## src/rtl/gt_tx_bringup_sequencer.sv

```systemverilog
// ---------------------------------------------------------------------------
// gt_tx_bringup_sequencer
//
// Brings up the TX side of a transceiver wizard and supervises it. The
// sequence is: hold reset_all, wait for TX reset done, wait for TX
// buffer-bypass alignment, wait for a run of clean cycles, then report the
// link as up. Any timeout, bypass error or status drop triggers a retry.
// After MAX_RETRIES consecutive retries the block parks in FAIL until
// enable is dropped.
//
// Ports
//   clock                  in   free-running clock, rising edge
//   reset                  in   synchronous, active-high
//   enable                 in   request to bring up and hold the TX link
//   gt_reset_all           out  wizard reset_all (registered)
//   gt_reset_tx_done       in   wizard TX reset done (asynchronous)
//   gt_buffbypass_tx_done  in   TX buffer-bypass done (asynchronous)
//   gt_buffbypass_tx_error in   TX buffer-bypass error (asynchronous)
//   link_up                out  link stable and usable (registered)
//   link_fail              out  retries exhausted (registered)
//   retry_count[3:0]       out  retries consumed since IDLE or last UP
//   state[2:0]             out  current state encoding
// ---------------------------------------------------------------------------
module gt_tx_bringup_sequencer #(
  parameter int unsigned RESET_CYCLES   = 16,
  parameter int unsigned TIMEOUT_CYCLES = 1000000,
  parameter int unsigned STABLE_CYCLES  = 1024,
  parameter int unsigned MAX_RETRIES    = 3
) (
  input  logic       clock,
  input  logic       reset,
  input  logic       enable,
  output logic       gt_reset_all,
  input  logic       gt_reset_tx_done,
  input  logic       gt_buffbypass_tx_done,
  input  logic       gt_buffbypass_tx_error,
  output logic       link_up,
  output logic       link_fail,
  output logic [3:0] retry_count,
  output logic [2:0] state
);

  typedef enum logic [2:0] {
    ST_IDLE     = 3'd0,
    ST_RESET    = 3'd1,
    ST_WAIT_TX  = 3'd2,
    ST_WAIT_BYP = 3'd3,
    ST_STABLE   = 3'd4,
    ST_UP       = 3'd5,
    ST_FAIL     = 3'd6
  } state_e;

  // The timer only has to reach the largest per-state limit before saturating.
  localparam int unsigned MAX_LIMIT_0 = (RESET_CYCLES > TIMEOUT_CYCLES) ? RESET_CYCLES : TIMEOUT_CYCLES;
  localparam int unsigned MAX_LIMIT   = (MAX_LIMIT_0 > STABLE_CYCLES) ? MAX_LIMIT_0 : STABLE_CYCLES;
  localparam int unsigned TW          = $clog2(MAX_LIMIT + 1);

  // A state exits on the cycle whose timer value is limit-1, so it lasts
  // exactly 'limit' cycles.
  localparam logic [TW-1:0] RST_LAST = TW'(RESET_CYCLES - 1);
  localparam logic [TW-1:0] TO_LAST  = TW'(TIMEOUT_CYCLES - 1);
  localparam logic [TW-1:0] STB_LAST = TW'(STABLE_CYCLES - 1);
  localparam logic [TW-1:0] TMR_MAX  = {TW{1'b1}};
  localparam logic [3:0]    RETRY_LIM = 4'(MAX_RETRIES);

  logic [1:0]    tx_done_sync_q;
  logic [1:0]    byp_done_sync_q;
  logic [1:0]    byp_err_sync_q;
  logic          tx_done_s;
  logic          byp_done_s;
  logic          byp_err_s;
  logic          link_bad_s;

  state_e        state_q, state_d;
  logic [TW-1:0] timer_q, timer_d;
  logic [3:0]    retry_q, retry_d;
  logic          retry_req_s;
  logic          gt_reset_all_q;
  logic          link_up_q;
  logic          link_fail_q;

  // Two-flop synchronizers for the asynchronous wizard status inputs.
  always_ff @(posedge clock) begin
    if (reset) begin
      tx_done_sync_q  <= 2'b00;
      byp_done_sync_q <= 2'b00;
      byp_err_sync_q  <= 2'b00;
    end else begin
      tx_done_sync_q  <= {tx_done_sync_q[0],  gt_reset_tx_done};
      byp_done_sync_q <= {byp_done_sync_q[0], gt_buffbypass_tx_done};
      byp_err_sync_q  <= {byp_err_sync_q[0],  gt_buffbypass_tx_error};
    end
  end

  assign tx_done_s  = tx_done_sync_q[1];
  assign byp_done_s = byp_done_sync_q[1];
  assign byp_err_s  = byp_err_sync_q[1];

  // Condition that invalidates a STABLE/UP link.
  assign link_bad_s = ~tx_done_s | ~byp_done_s | byp_err_s;

  // Next-state, retry counter and timer computation.
  always_comb begin
    state_d     = state_q;
    retry_d     = retry_q;
    retry_req_s = 1'b0;

    case (state_q)
      ST_IDLE: begin
        retry_d = 4'd0;
        if (enable) begin
          state_d = ST_RESET;
        end else begin
          state_d = ST_IDLE;
        end
      end
      ST_RESET: begin
        if (timer_q >= RST_LAST) begin
          state_d = ST_WAIT_TX;
        end else begin
          state_d = ST_RESET;
        end
      end
      ST_WAIT_TX: begin
        if (tx_done_s) begin
          state_d = ST_WAIT_BYP;
        end else if (timer_q >= TO_LAST) begin
          retry_req_s = 1'b1;
        end else begin
          state_d = ST_WAIT_TX;
        end
      end
      ST_WAIT_BYP: begin
        // Error wins over done when both are seen in the same cycle.
        if (byp_err_s) begin
          retry_req_s = 1'b1;
        end else if (byp_done_s) begin
          state_d = ST_STABLE;
        end else if (timer_q >= TO_LAST) begin
          retry_req_s = 1'b1;
        end else begin
          state_d = ST_WAIT_BYP;
        end
      end
      ST_STABLE: begin
        if (link_bad_s) begin
          retry_req_s = 1'b1;
        end else if (timer_q >= STB_LAST) begin
          state_d = ST_UP;
          retry_d = 4'd0;
        end else begin
          state_d = ST_STABLE;
        end
      end
      ST_UP: begin
        if (link_bad_s) begin
          retry_req_s = 1'b1;
        end else begin
          state_d = ST_UP;
        end
      end
      ST_FAIL: begin
        state_d = ST_FAIL;
      end
      default: begin
        state_d = ST_IDLE;
        retry_d = 4'd0;
      end
    endcase

    if (retry_req_s) begin
      if (retry_q == RETRY_LIM) begin
        state_d = ST_FAIL;
      end else begin
        state_d = ST_RESET;
        retry_d = retry_q + 4'd1;
      end
    end else begin
      retry_d = retry_d;
    end

    // Dropping enable overrides everything and clears the retry history
    // on the way into IDLE.
    if (!enable) begin
      state_d = ST_IDLE;
      retry_d = 4'd0;
    end else begin
      state_d = state_d;
    end

    if (state_d != state_q) begin
      timer_d = '0;
    end else if (timer_q == TMR_MAX) begin
      timer_d = timer_q;
    end else begin
      timer_d = timer_q + TW'(1);
    end
  end

  // State, timer, retry counter and registered outputs.
  always_ff @(posedge clock) begin
    if (reset) begin
      state_q        <= ST_IDLE;
      timer_q        <= '0;
      retry_q        <= 4'd0;
      gt_reset_all_q <= 1'b1;
      link_up_q      <= 1'b0;
      link_fail_q    <= 1'b0;
    end else begin
      state_q        <= state_d;
      timer_q        <= timer_d;
      retry_q        <= retry_d;
      gt_reset_all_q <= (state_d == ST_IDLE) || (state_d == ST_RESET) || (state_d == ST_FAIL);
      link_up_q      <= (state_d == ST_UP);
      link_fail_q    <= (state_d == ST_FAIL);
    end
  end

  assign gt_reset_all = gt_reset_all_q;
  assign link_up      = link_up_q;
  assign link_fail    = link_fail_q;
  assign retry_count  = retry_q;
  assign state        = state_q;

endmodule
```

## config.mk

```make
export PLATFORM = sky130hd
export DESIGN_NAME = gt_tx_bringup_sequencer
export DESIGN_NICKNAME = d
export VERILOG_FILES = /design/src/rtl/gt_tx_bringup_sequencer.sv
export SDC_FILE = /design/constraint.sdc
export NUM_CORES = 1
export LEC_CHECK = 0
export ABC_AREA = 1
export BUFFER_PORTS_ARGS = -buffer_cell sky130_fd_sc_hd__buf_2
export CAP_MARGIN = 10
export CORE_AREA = 2 2 101 79
export CTS_CLUSTER_DIAMETER = 100
export DETAILED_ROUTE_END_ITERATION = 12
export DIE_AREA = 0 0 103 81
export GPL_ROUTABILITY_DRIVEN = 1
export SLEW_MARGIN = 20
export SYNTH_ARGS = -nofsm -noshare
export SYNTH_HDL_FRONTEND = slang
export SYNTH_SLANG_ARGS = --single-unit
```

## constraint.sdc

```tcl
create_clock -name clock -period 5.5 [get_ports clock]
set_input_delay 1.1 -clock clock [delete_from_list [all_inputs] [get_ports clock]]
set_output_delay 1.1 -clock clock [all_outputs]
set_load 0.005 [all_outputs]
```

==> results.yml <==
timing:
  finalCritPeriodShare: 0.4486
  period_needed_ns: 2.467
  worst_pin_slew_ns: 0.6459
  finalHoldViolCount: 0
  fin_ws_ns: 3.033
  worst_slew_margin_rel: 0.5689
  final-setup-viol-count: 0
  finalClockSkew_ns: 0.002534
  fmax_mhz: 405.3
  final_max_slew_viol_count: 0
  hold_ws_ns: 0.4024
  setup_tns_ns: 0
  rsz0062_at_grt: "no"
detailed_routing:
  dr.first_iter.drc_count: 132
  vias: 1819
  drtAntennaViolNets: 0
  vias_per_cell: 4.383
  route.detailed.drc: 0
  wirelength_um: 4343
  wl_per_cell_um: 10.47
  first_pass_iters: 5
worst_setup_path:
  critPathBufInv: 1
  slowest_delay_ns: 0.50
  rr_endpoint: "timer_q[12]"
  reg2reg_from: "state[1]"
  rr_worst_depth: 12
  path_cells: "nand2_1 -> nor2_1 -> nand2_1 -> o21ai_0 -> inv_1 -> nand2_4 -> nand2_4 -> nand2_2 -> nand3_2 -> nand2_1 -> nand3_2 -> nor3_2"
  crit_path_end: "timer_q[12]"
  critPathRequiredTime_ns: 5.71
  cp.arrival_ns: 2.68
  crit_top_cell: "nand2_1"
  startpoint: "state[1]"
  r2r_slack_ns: 3.03
  crit_path_max_fanout: 20
  slowest_stage: "nand3_2"
  worstSetupEndpointType: "flop"
  worstSetupPathType: "flop to flop"
  crit_path_start_kind: "flop"
  crit_cells: 12
  crit_family: "simple AND/OR/NAND/NOR gates"
placed_design:
  place_ws_ns: 3.034
  dpl.hpwl_um: 3209
  portBuffers: 15
  gp_congestion: 0.8610
logic_synthesis:
  synth-warning-count: 0
  ys_seq_elements: 36
  post_synth.cell_area_avg_sq_um: 7.337
  yosys-top-cells-area: "dfxtp_1 33%, nand2_1 10%, nor3_2 9.3%"
  synth.top_cell.area_share: 0.3341
  ys_types: 29
  syn_inst: 294
  synth_top_area_cell: "dfxtp_1"
  synth_area_sq_um: 2157
  ys_seq_area_frac: 0.3341
  synth.net_count: 303
clock_tree:
  hold_buffers: 0
  ctsResizeCount: 0
  insertion_delay_ns: 0.30
  clkTransAtPathRegs_ns: 0.08
  cts-root-buf: "clkbuf_8"
  cts_tree: "built"
  cts_buffers: 5
  clock_path_buffers: 2
  h-tree-depth: 2
  postCtsSetupRepairBufs: 0
  cts_sinks: 36
floorplan:
  ios: 16
  die_x_um: 103
  start_util: 0.2877
  core_area_sq_um: 7497
  die_h_um: 81
  rows: 28
  die_area_sq_um: 8343
global_route:
  grt_usage: 0.1172
  grt_max_degree: 21
  grt_overflow: 0
  antenna_found_initial: 0
  grt_pass1_wl_um: 7700
  grt_pass1_vias: 1605
pwr:
  pwr_density_cell_nw_per_um2: 202.4
  ir_drop_mv: 0.08227
  leakagePower_nw: 1.022
  power_w: 0.0004833
finish:
  nets: 318
  areaGrowthSynthToFinish_pct: 10.67
  n_antenna_cell: 0
  layout-drive-gt1-share: 0.1935
outcome:
  run_status: "completed"
hold_path:
  hold_path_class: "flop to flop"
run:
  cap_violations: 0
==> state kept, by name, indices dropped and copies added (netlist names) <==
name / count
timer_q: 20
retry_count: 4
state: 3
byp_done_sync_q: 2
byp_err_sync_q: 2
tx_done_sync_q: 2
gt_reset_all: 1
link_fail: 1
link_up: 1
==> layer usage <==
layer  routed length (um)  GRT usage  part of all wire
met5                    0          0                 0
met4                   66    0.03553             0.015
met2                 1629     0.1519              0.38
met3                  334    0.03528             0.077
met1                 2313     0.1806              0.53
==> synth_stat cells <==
cell type	number
clkinv_1	1
nand2_1	58
inv_1	36
nor3b_1	1
nand3b_1	1
nor4_1	1
a31oi_1	1
nand3_2	2
a21oi_1	4
o21ai_0	4
ha_1	3
nand3_1	19
a21oi_2	1
inv_2	1
nor3_1	7
dfxtp_1	36
clkbuf_1	1
buf_4	2
nor3_2	20
a211oi_1	3
buf_6	4
xor2_1	14
nand2_2	6
nand4_1	8
nand2_4	3
nand3_4	2
nor2_4	2
xnor2_1	5
nor2_1	48
==> how the worst min path moves through the flow <==
stage	slack (ns)	from	endpoint	cells after the start
after global placement	0.39	byp_done_sync_q[0]	byp_done_sync_q[1]	2
after floorplan	0.39	byp_done_sync_q[0]	byp_done_sync_q[1]	2
after global routing	0.42	byp_done_sync_q[0]	byp_done_sync_q[1]	2
after detailed placement	0.39	byp_done_sync_q[0]	byp_done_sync_q[1]	2
after CTS	0.40	byp_done_sync_q[0]	byp_done_sync_q[1]	2
final	0.40	byp_err_sync_q[0]	byp_err_sync_q[1]	2
==> per-stage QoR <==
step           utilization  cells  instance area (sq um)
2_1_floorplan            -    294                   2157
3_3_place_gp        0.3067    407                   2300
3_5_place_dp        0.3067    407                   2300
4_1_cts             0.3184    415                   2387
5_1_grt             0.3184    415                   2387
6_report            0.3184    415                   2387
==> worst register-to-register path, cell delays in order (launching register included) <==
cell     delay [ns]
dfxtp_1        0.48
nand2_1        0.11
nor2_1         0.10
nand2_1        0.08
o21ai_0        0.23
inv_1          0.11
nand2_4        0.11
nand2_4        0.08
nand2_2        0.09
nand3_2        0.07
nand2_1        0.08
nand3_2        0.50
nor3_2         0.33
==> cells by family (layout without fill, tap and decap cells) <==
kind of cell / after synthesis / in the layout / synth area share
AND/OR/NAND/NOR: 178 / 178 / 0.4397
AO/OA/AOI/OAI: 13 / 13 / 0.03597
buffers and inverters: 45 / 61 / 0.09570
flip-flops: 36 / 36 / 0.3341
adder cells (fa/ha/maj): 3 / 3 / 0.01740
XOR/XNOR: 19 / 19 / 0.07715
==> cell type report <==
type | count | area [sq um]
Fill cell | 838 | 5110
Multi-Input combinational cell | 213 | 1230
Sequential cell | 36 | 720.7
Inverter | 38 | 142.6
Tap cell | 105 | 131.4
Timing Repair Buffer | 15 | 75.07
Clock buffer | 5 | 68.82
Clock inverter | 3 | 18.77
==> where the power goes <==
group,leakage (nW),total [W],switching [W],internal (W)
sequential,0.292,0.000266,0.00000221,0.000264
combinational,0.683,0.0000234,0.0000163,0.00000707
clock,0.0479,0.000194,0.000105,0.0000883
==> cells in the final DEF, fill, tap and decap left out, types with 3 or more instances in the layout <==
cell and n:
nand2_1 58, nor2_1 48, inv_1 36, dfxtp_1 36
nor3_2 20, nand3_1 19, buf_2 15, xor2_1 14
nand4_1 8, nor3_1 7, nand2_2 6, xnor2_1 5
clkbuf_8 5, o21ai_0 4, a21oi_1 4, nand2_4 3
a211oi_1 3, ha_1 3
No activity file was read; power rests on OpenSTA's default activity.
